<file path="src/rtl/decode_issue.sv">
// RV32I decode/issue stage: register file with write-through bypass, busy-bit
// scoreboard for RAW hazards, and a single-entry issue register feeding the ALU.
module decode_issue (
   input  logic        clk,
   input  logic        rst_n,
   input  logic        instr_valid,
   output logic        instr_ready,
   input  logic [31:0] instr,
   output logic        alu_valid,
   input  logic        alu_ready,
   output logic [6:0]  opcode,
   output logic [2:0]  funct3,
   output logic [6:0]  funct7,
   output logic [4:0]  rs2,
   output logic [11:0] imm12,
   output logic [31:0] a,
   output logic [31:0] b,
   output logic [4:0]  rd,
   input  logic        wb_en,
   input  logic [4:0]  wb_rd,
   input  logic [31:0] wb_data,
   output logic        illegal
);

   localparam logic [6:0] OP_R      = 7'd51;
   localparam logic [6:0] OP_IMM    = 7'd19;
   localparam logic [6:0] OP_LOAD   = 7'd3;
   localparam logic [6:0] OP_STORE  = 7'd35;
   localparam logic [6:0] OP_BRANCH = 7'd99;
   localparam logic [6:0] OP_JALR   = 7'd103;

   logic [31:0] rf_q [32];
   logic [31:0] rf_d [32];
   logic [31:0] busy_q, busy_d, busy_eff, wb_mask;

   logic        alu_valid_q, alu_valid_d;
   logic        illegal_q, illegal_d;
   logic [6:0]  opcode_q, opcode_d;
   logic [2:0]  funct3_q, funct3_d;
   logic [6:0]  funct7_q, funct7_d;
   logic [4:0]  rs2_q, rs2_d;
   logic [11:0] imm12_q, imm12_d;
   logic [31:0] a_q, a_d;
   logic [31:0] b_q, b_d;
   logic [4:0]  rd_q, rd_d;

   logic [6:0]  in_op;
   logic [4:0]  in_rs1, in_rs2, in_rd;
   logic        supported, uses_rs2, sets_rd;
   logic [11:0] in_imm;
   logic        hazard, accept, issue;
   logic [31:0] rs1_val, rs2_val;

   assign in_op  = instr[6:0];
   assign in_rs1 = instr[19:15];
   assign in_rs2 = instr[24:20];
   assign in_rd  = instr[11:7];

   always_comb begin
      supported = 1'b0;
      uses_rs2  = 1'b0;
      sets_rd   = 1'b0;
      in_imm    = 12'd0;
      unique case (in_op)
         OP_R: begin
            supported = 1'b1;
            uses_rs2  = 1'b1;
            sets_rd   = 1'b1;
         end
         OP_IMM, OP_LOAD, OP_JALR: begin
            supported = 1'b1;
            sets_rd   = 1'b1;
            in_imm    = instr[31:20];
         end
         OP_STORE: begin
            supported = 1'b1;
            uses_rs2  = 1'b1;
            in_imm    = {instr[31:25], instr[11:7]};
         end
         OP_BRANCH: begin
            supported = 1'b1;
            uses_rs2  = 1'b1;
            in_imm    = {instr[31], instr[7], instr[30:25], instr[11:8]};
         end
         default: ;
      endcase
   end

   // A writeback retiring this cycle already unblocks its dependents.
   assign wb_mask  = wb_en ? (32'd1 << wb_rd) : 32'd0;
   assign busy_eff = busy_q & ~wb_mask;

   always_comb begin
      hazard = 1'b0;
      if (instr_valid) begin
         if ((in_rs1 != 5'd0) && busy_eff[in_rs1])
            hazard = 1'b1;
         if (uses_rs2 && (in_rs2 != 5'd0) && busy_eff[in_rs2])
            hazard = 1'b1;
      end
   end

   assign instr_ready = rst_n && (!alu_valid_q || alu_ready) && !hazard;
   assign accept      = instr_valid && instr_ready;
   assign issue       = accept && supported;

   always_comb begin
      rs1_val = rf_q[in_rs1];
      rs2_val = rf_q[in_rs2];
      if (wb_en && (wb_rd == in_rs1))
         rs1_val = wb_data;
      if (wb_en && (wb_rd == in_rs2))
         rs2_val = wb_data;
      if (in_rs1 == 5'd0)
         rs1_val = 32'd0;
      if (in_rs2 == 5'd0)
         rs2_val = 32'd0;
   end

   always_comb begin
      rf_d = rf_q;
      if (wb_en && (wb_rd != 5'd0))
         rf_d[wb_rd] = wb_data;
   end

   // Set takes priority over the same-cycle writeback clear.
   always_comb begin
      busy_d = busy_eff;
      if (issue && sets_rd && (in_rd != 5'd0))
         busy_d[in_rd] = 1'b1;
      busy_d[0] = 1'b0;
   end

   always_comb begin
      opcode_d    = opcode_q;
      funct3_d    = funct3_q;
      funct7_d    = funct7_q;
      rs2_d       = rs2_q;
      imm12_d     = imm12_q;
      a_d         = a_q;
      b_d         = b_q;
      rd_d        = rd_q;
      alu_valid_d = alu_valid_q && !alu_ready;
      illegal_d   = accept && !supported;
      if (issue) begin
         opcode_d    = in_op;
         funct3_d    = instr[14:12];
         funct7_d    = instr[31:25];
         rs2_d       = in_rs2;
         imm12_d     = in_imm;
         a_d         = rs1_val;
         b_d         = rs2_val;
         rd_d        = sets_rd ? in_rd : 5'd0;
         alu_valid_d = 1'b1;
      end
   end

   always_ff @(posedge clk or negedge rst_n) begin
      if (!rst_n) begin
         for (int i = 0; i < 32; i++)
            rf_q[i] <= 32'd0;
         busy_q      <= 32'd0;
         alu_valid_q <= 1'b0;
         illegal_q   <= 1'b0;
         opcode_q    <= 7'd0;
         funct3_q    <= 3'd0;
         funct7_q    <= 7'd0;
         rs2_q       <= 5'd0;
         imm12_q     <= 12'd0;
         a_q         <= 32'd0;
         b_q         <= 32'd0;
         rd_q        <= 5'd0;
      end else begin
         for (int i = 0; i < 32; i++)
            rf_q[i] <= rf_d[i];
         busy_q      <= busy_d;
         alu_valid_q <= alu_valid_d;
         illegal_q   <= illegal_d;
         opcode_q    <= opcode_d;
         funct3_q    <= funct3_d;
         funct7_q    <= funct7_d;
         rs2_q       <= rs2_d;
         imm12_q     <= imm12_d;
         a_q         <= a_d;
         b_q         <= b_d;
         rd_q        <= rd_d;
      end
   end

   assign alu_valid = alu_valid_q;
   assign illegal   = illegal_q;
   assign opcode    = opcode_q;
   assign funct3    = funct3_q;
   assign funct7    = funct7_q;
   assign rs2       = rs2_q;
   assign imm12     = imm12_q;
   assign a         = a_q;
   assign b         = b_q;
   assign rd        = rd_q;

endmodule

</file>
<file path="config.mk">
export PLATFORM = sky130hd
export DESIGN_NAME = decode_issue
export DESIGN_NICKNAME = d
export VERILOG_FILES = /design/src/rtl/decode_issue.sv
export SDC_FILE = /design/constraint.sdc
export NUM_CORES = 2
export LEC_CHECK = 0
export CAP_MARGIN = 20
export CORE_MARGIN = 2
export CORE_UTILIZATION = 50
export CTS_BUF_LIST = sky130_fd_sc_hd__clkbuf_4 sky130_fd_sc_hd__clkbuf_8
export CTS_CLUSTER_SIZE = 28
export DETAILED_ROUTE_END_ITERATION = 8
export GPL_TIMING_DRIVEN = 0
export PLACE_DENSITY = 0.76
export RECOVER_POWER = 25
export SYNTH_ARGS = -nofsm -noshare
export SYNTH_HDL_FRONTEND = slang
export SYNTH_SLANG_ARGS = --single-unit
export TNS_END_PERCENT = 1
</file>
<file path="constraint.sdc">
create_clock -name clk -period 4.4 [get_ports clk]
set_input_delay 0.88 -clock clk [delete_from_list [all_inputs] [get_ports clk]]
set_output_delay 0.88 -clock clk [all_outputs]
set_load 0.01 [all_outputs]
</file>
==> flow_summary.yaml <==
critical_path:
  arrival_ns: 3.90
  slowest_stage: "clkbuf_1"
  critPathRequiredTime_ns: 3.52
  critical_path_class: "in -> out"
  critPathBufInv: 3
  path_cells: "clkbuf_1, inv_1, a311oi_1, nand4_1, o31ai_4, o41ai_2, and3_1, clkdlybuf4s15_2"
  worst_setup_path_start_kind: "primary input"
  path_delay_family: "buffers and inverters"
  critPathCaptureType: "output pin"
  path_max_fanout: 7
  cpPeakStageDelay_ns: 0.88
pwr:
  p_leak_uw: 0.03040
  p_total_uw: 31430
  power.density_mw_per_mm2: 442.5
  ir_drop_uv: 379.4
global_routing:
  antenna_found_initial: 9
  grt_pass1_vias: 44630
  grt_first_pass_wirelength_um: 326700
  grtUsageTotal_pct: 36.91
  grt_max_degree: 178
  overflow: 0
die:
  die_w_um: 354.2
  dieArea_mm2: 0.1255
  start_util_pct: 50.38
  pin_count: 180
  coreArea_mm2: 0.1217
  row_count: 128
  die_h_um: 354.2
timing:
  clock_skew_ns: 0.04518
  hold_viol: 0
  worst_pin_slew_ns: 1.340
  fmax_mhz: 209.1
  fin_crit_sh_pct: 108.7
  worst_slack_ns: -0.3833
  setup_viol: 21
  drv_slew: 0
  maxSlewHeadroom_pct: 10.66
  fin_crit_ns: 4.783
  rsz0062_at_grt: "true"
clocking:
  tritoncts: "built"
  cts-buffers-inserted: 186
  htreeDepth: 4
  clkSinkCount: 1160
  cts.reportedPaths.clkPinSlew_ns: 0.06
  root_buffer: "clkbuf_8"
  insertion_delay_ns: 0.96
  clock_path_buffers: 3
synthesis:
  yosys_warnings: 0
  synth_flop_cell: "dfrtp_1"
  async_flop_share_pct: 100.0
  avgSynthCellArea_um2: 14.99
  synth-seq-cells: 1160
  synth-edff-count: 0
  synth_seq_area_share_pct: 47.34
  syn_inst: 4092
  syn_nets: 4166
  yosys-top-cells-area: "dfrtp_1 (47%), mux4_2 (19%), mux2_2 (19%), mux2i_1 (2.9%), clkbuf_1 (2.1%)"
  synth.top_cell.area_share_pct: 47.34
  ys_top_cells_by_count: "dfrtp_1 (1160), mux2_2 (1037), mux4_2 (528)"
  synth_area_leader_cell: "dfrtp_1"
  syn_area_mm2: 0.06132
  yosys.cell_count.top_type: "dfrtp_1"
  yosysUniqueCellTypes: 67
outcome:
  failed_checks: "negative setup slack"
  outcome: "finished, violations left"
worst_hold_path:
  hold_path.class: "reg -> reg"
layout:
  fill_cells: 9412
  multi_input_area_mm2: 0.03056
  seqCellArea_mm2: 0.02903
  fin_nets: 4617
  drive_above_1_share_pct: 46.43
  syn2layout_area_growth_pct: 15.81
placed_design:
  hpwl_um: 162200
  place_ws_ns: -1.917
  gp_congestion: 1.014
  port-buffer-count: 172
route:
  viasPerCell: 7.074
  antenna_left: 0
  dr.pass1.iters: 9
  drc: 0
  totalWireLength_um: 232100
  vias: 44770
  drtIter0Drc: 6881
  wl_per_cell_um: 36.68
flow_run:
  maxCapViolCount: 0
stage by stage:
stage | area (um^2) | setup TNS [ns] | instances | hold slack, ns | utilization [%]
finish | 71020 | -2.983 | 6328 | 0.4641 | 58.35
floorplan | 61320 | 0 | 4092 | 0.4451 | -
global placement | 65070 | - | 5889 | 0.4522 | 53.46
detailed placement | 66270 | -120.89 | 5953 | 0.4523 | 54.45
global route | 71010 | -1.108 | 6325 | 0.4948 | 58.34
CTS | 70690 | -0.09525 | 6304 | 0.4698 | 58.08
cell type report:
| type | instances | share of cell area, % |
|---|---|---|
| flip-flops and latches | 1160 | 40.88 |
| diodes | 6 | 0.02114 |
| inverters | 3 | 0.01586 |
| clock inverters | 39 | 0.5215 |
| repair buffers | 265 | 4.553 |
| clock buffers | 303 | 5.291 |
| well taps | 1625 | 2.863 |
| multi-input cells | 2454 | 43.04 |
| plain buffers | 473 | 2.821 |
metal layers:
metal	share of wire (%)	global-route usage, %
met4	8.5	25.92
met5	0.32	3.585
met1	35	46.49
met3	15	15.87
met2	42	50.82
power breakdown:
part           internal (uW)  switching (uW)  total, uW
clock                   5740            4650      10400
sequential             12600            1450      14100
combinational           3970            3010       6970
total                  22300            9110      31400
worst paths after layout:
kind                             from          end  slack (ns)  cells after the start
setup / recovery            instr[19]  instr_ready       -0.38                      8
hold / removal              opcode[1]    opcode[1]        0.46                      1
setup reg to reg           busy_q[26]    busy_q[3]        1.41                      7
hold reg to reg             opcode[1]    opcode[1]        0.46                      1
max in group asynchronous       rst_n    rf_q[558]        1.03                      5
min in group asynchronous       rst_n    rf_q[253]        0.66                      2
worst register-to-register path, cell delays in order, from the launching register on:
cell,delay (ns)
dfrtp_1,0.35
o21ai_0,0.19
mux4_2,0.36
o22a_1,0.21
o221ai_4,0.14
nor3_1,0.65
nand4_1,0.57
o21ai_0,0.40
cells by family (layout without fill, tap and decap cells):
family,Yosys count,after routing,synth area share (%)
xor+xnor,10,10,0.1428
buf+inv,478,1083,3.110
other cells,0,6,0
simple gates,257,257,2.206
mux,1781,1781,42.27
compound gates,406,406,4.932
flops,1160,1160,47.34
registers in the layout (all words and copies together), names as in the netlist:
name       cells
alu_valid      1
rs2            5
a             32
opcode         7
busy_q        31
b             32
rf_q        1024
funct7         7
imm12         12
funct3         3
illegal        1
rd             5
timing repair:
action | 4_1_cts | 5_1_grt
setup endpoints to repair | 64 | 30
hold endpoints to repair | 14 | 0
hold buffers | 1 | 0
buffers inserted | 10 | 0
pin swaps | 7 | 1
resized for setup | 71 | 17
placed cells by master, fill, tap and decap left out, types with 56 or more instances in the layout:
| cell type | n |
|---|---|
| buf_8 | 56 |
| mux2i_1 | 178 |
| clkbuf_8 | 237 |
| buf_1 | 62 |
| a221oi_1 | 64 |
| a211oi_1 | 91 |
| mux2_2 | 1037 |
| dfrtp_1 | 1160 |
| clkbuf_4 | 68 |
| nor2_1 | 94 |
| clkdlybuf4s50_1 | 169 |
| clkbuf_1 | 315 |
| mux4_2 | 528 |
Note: power is estimated with default switching activity, not from simulation.
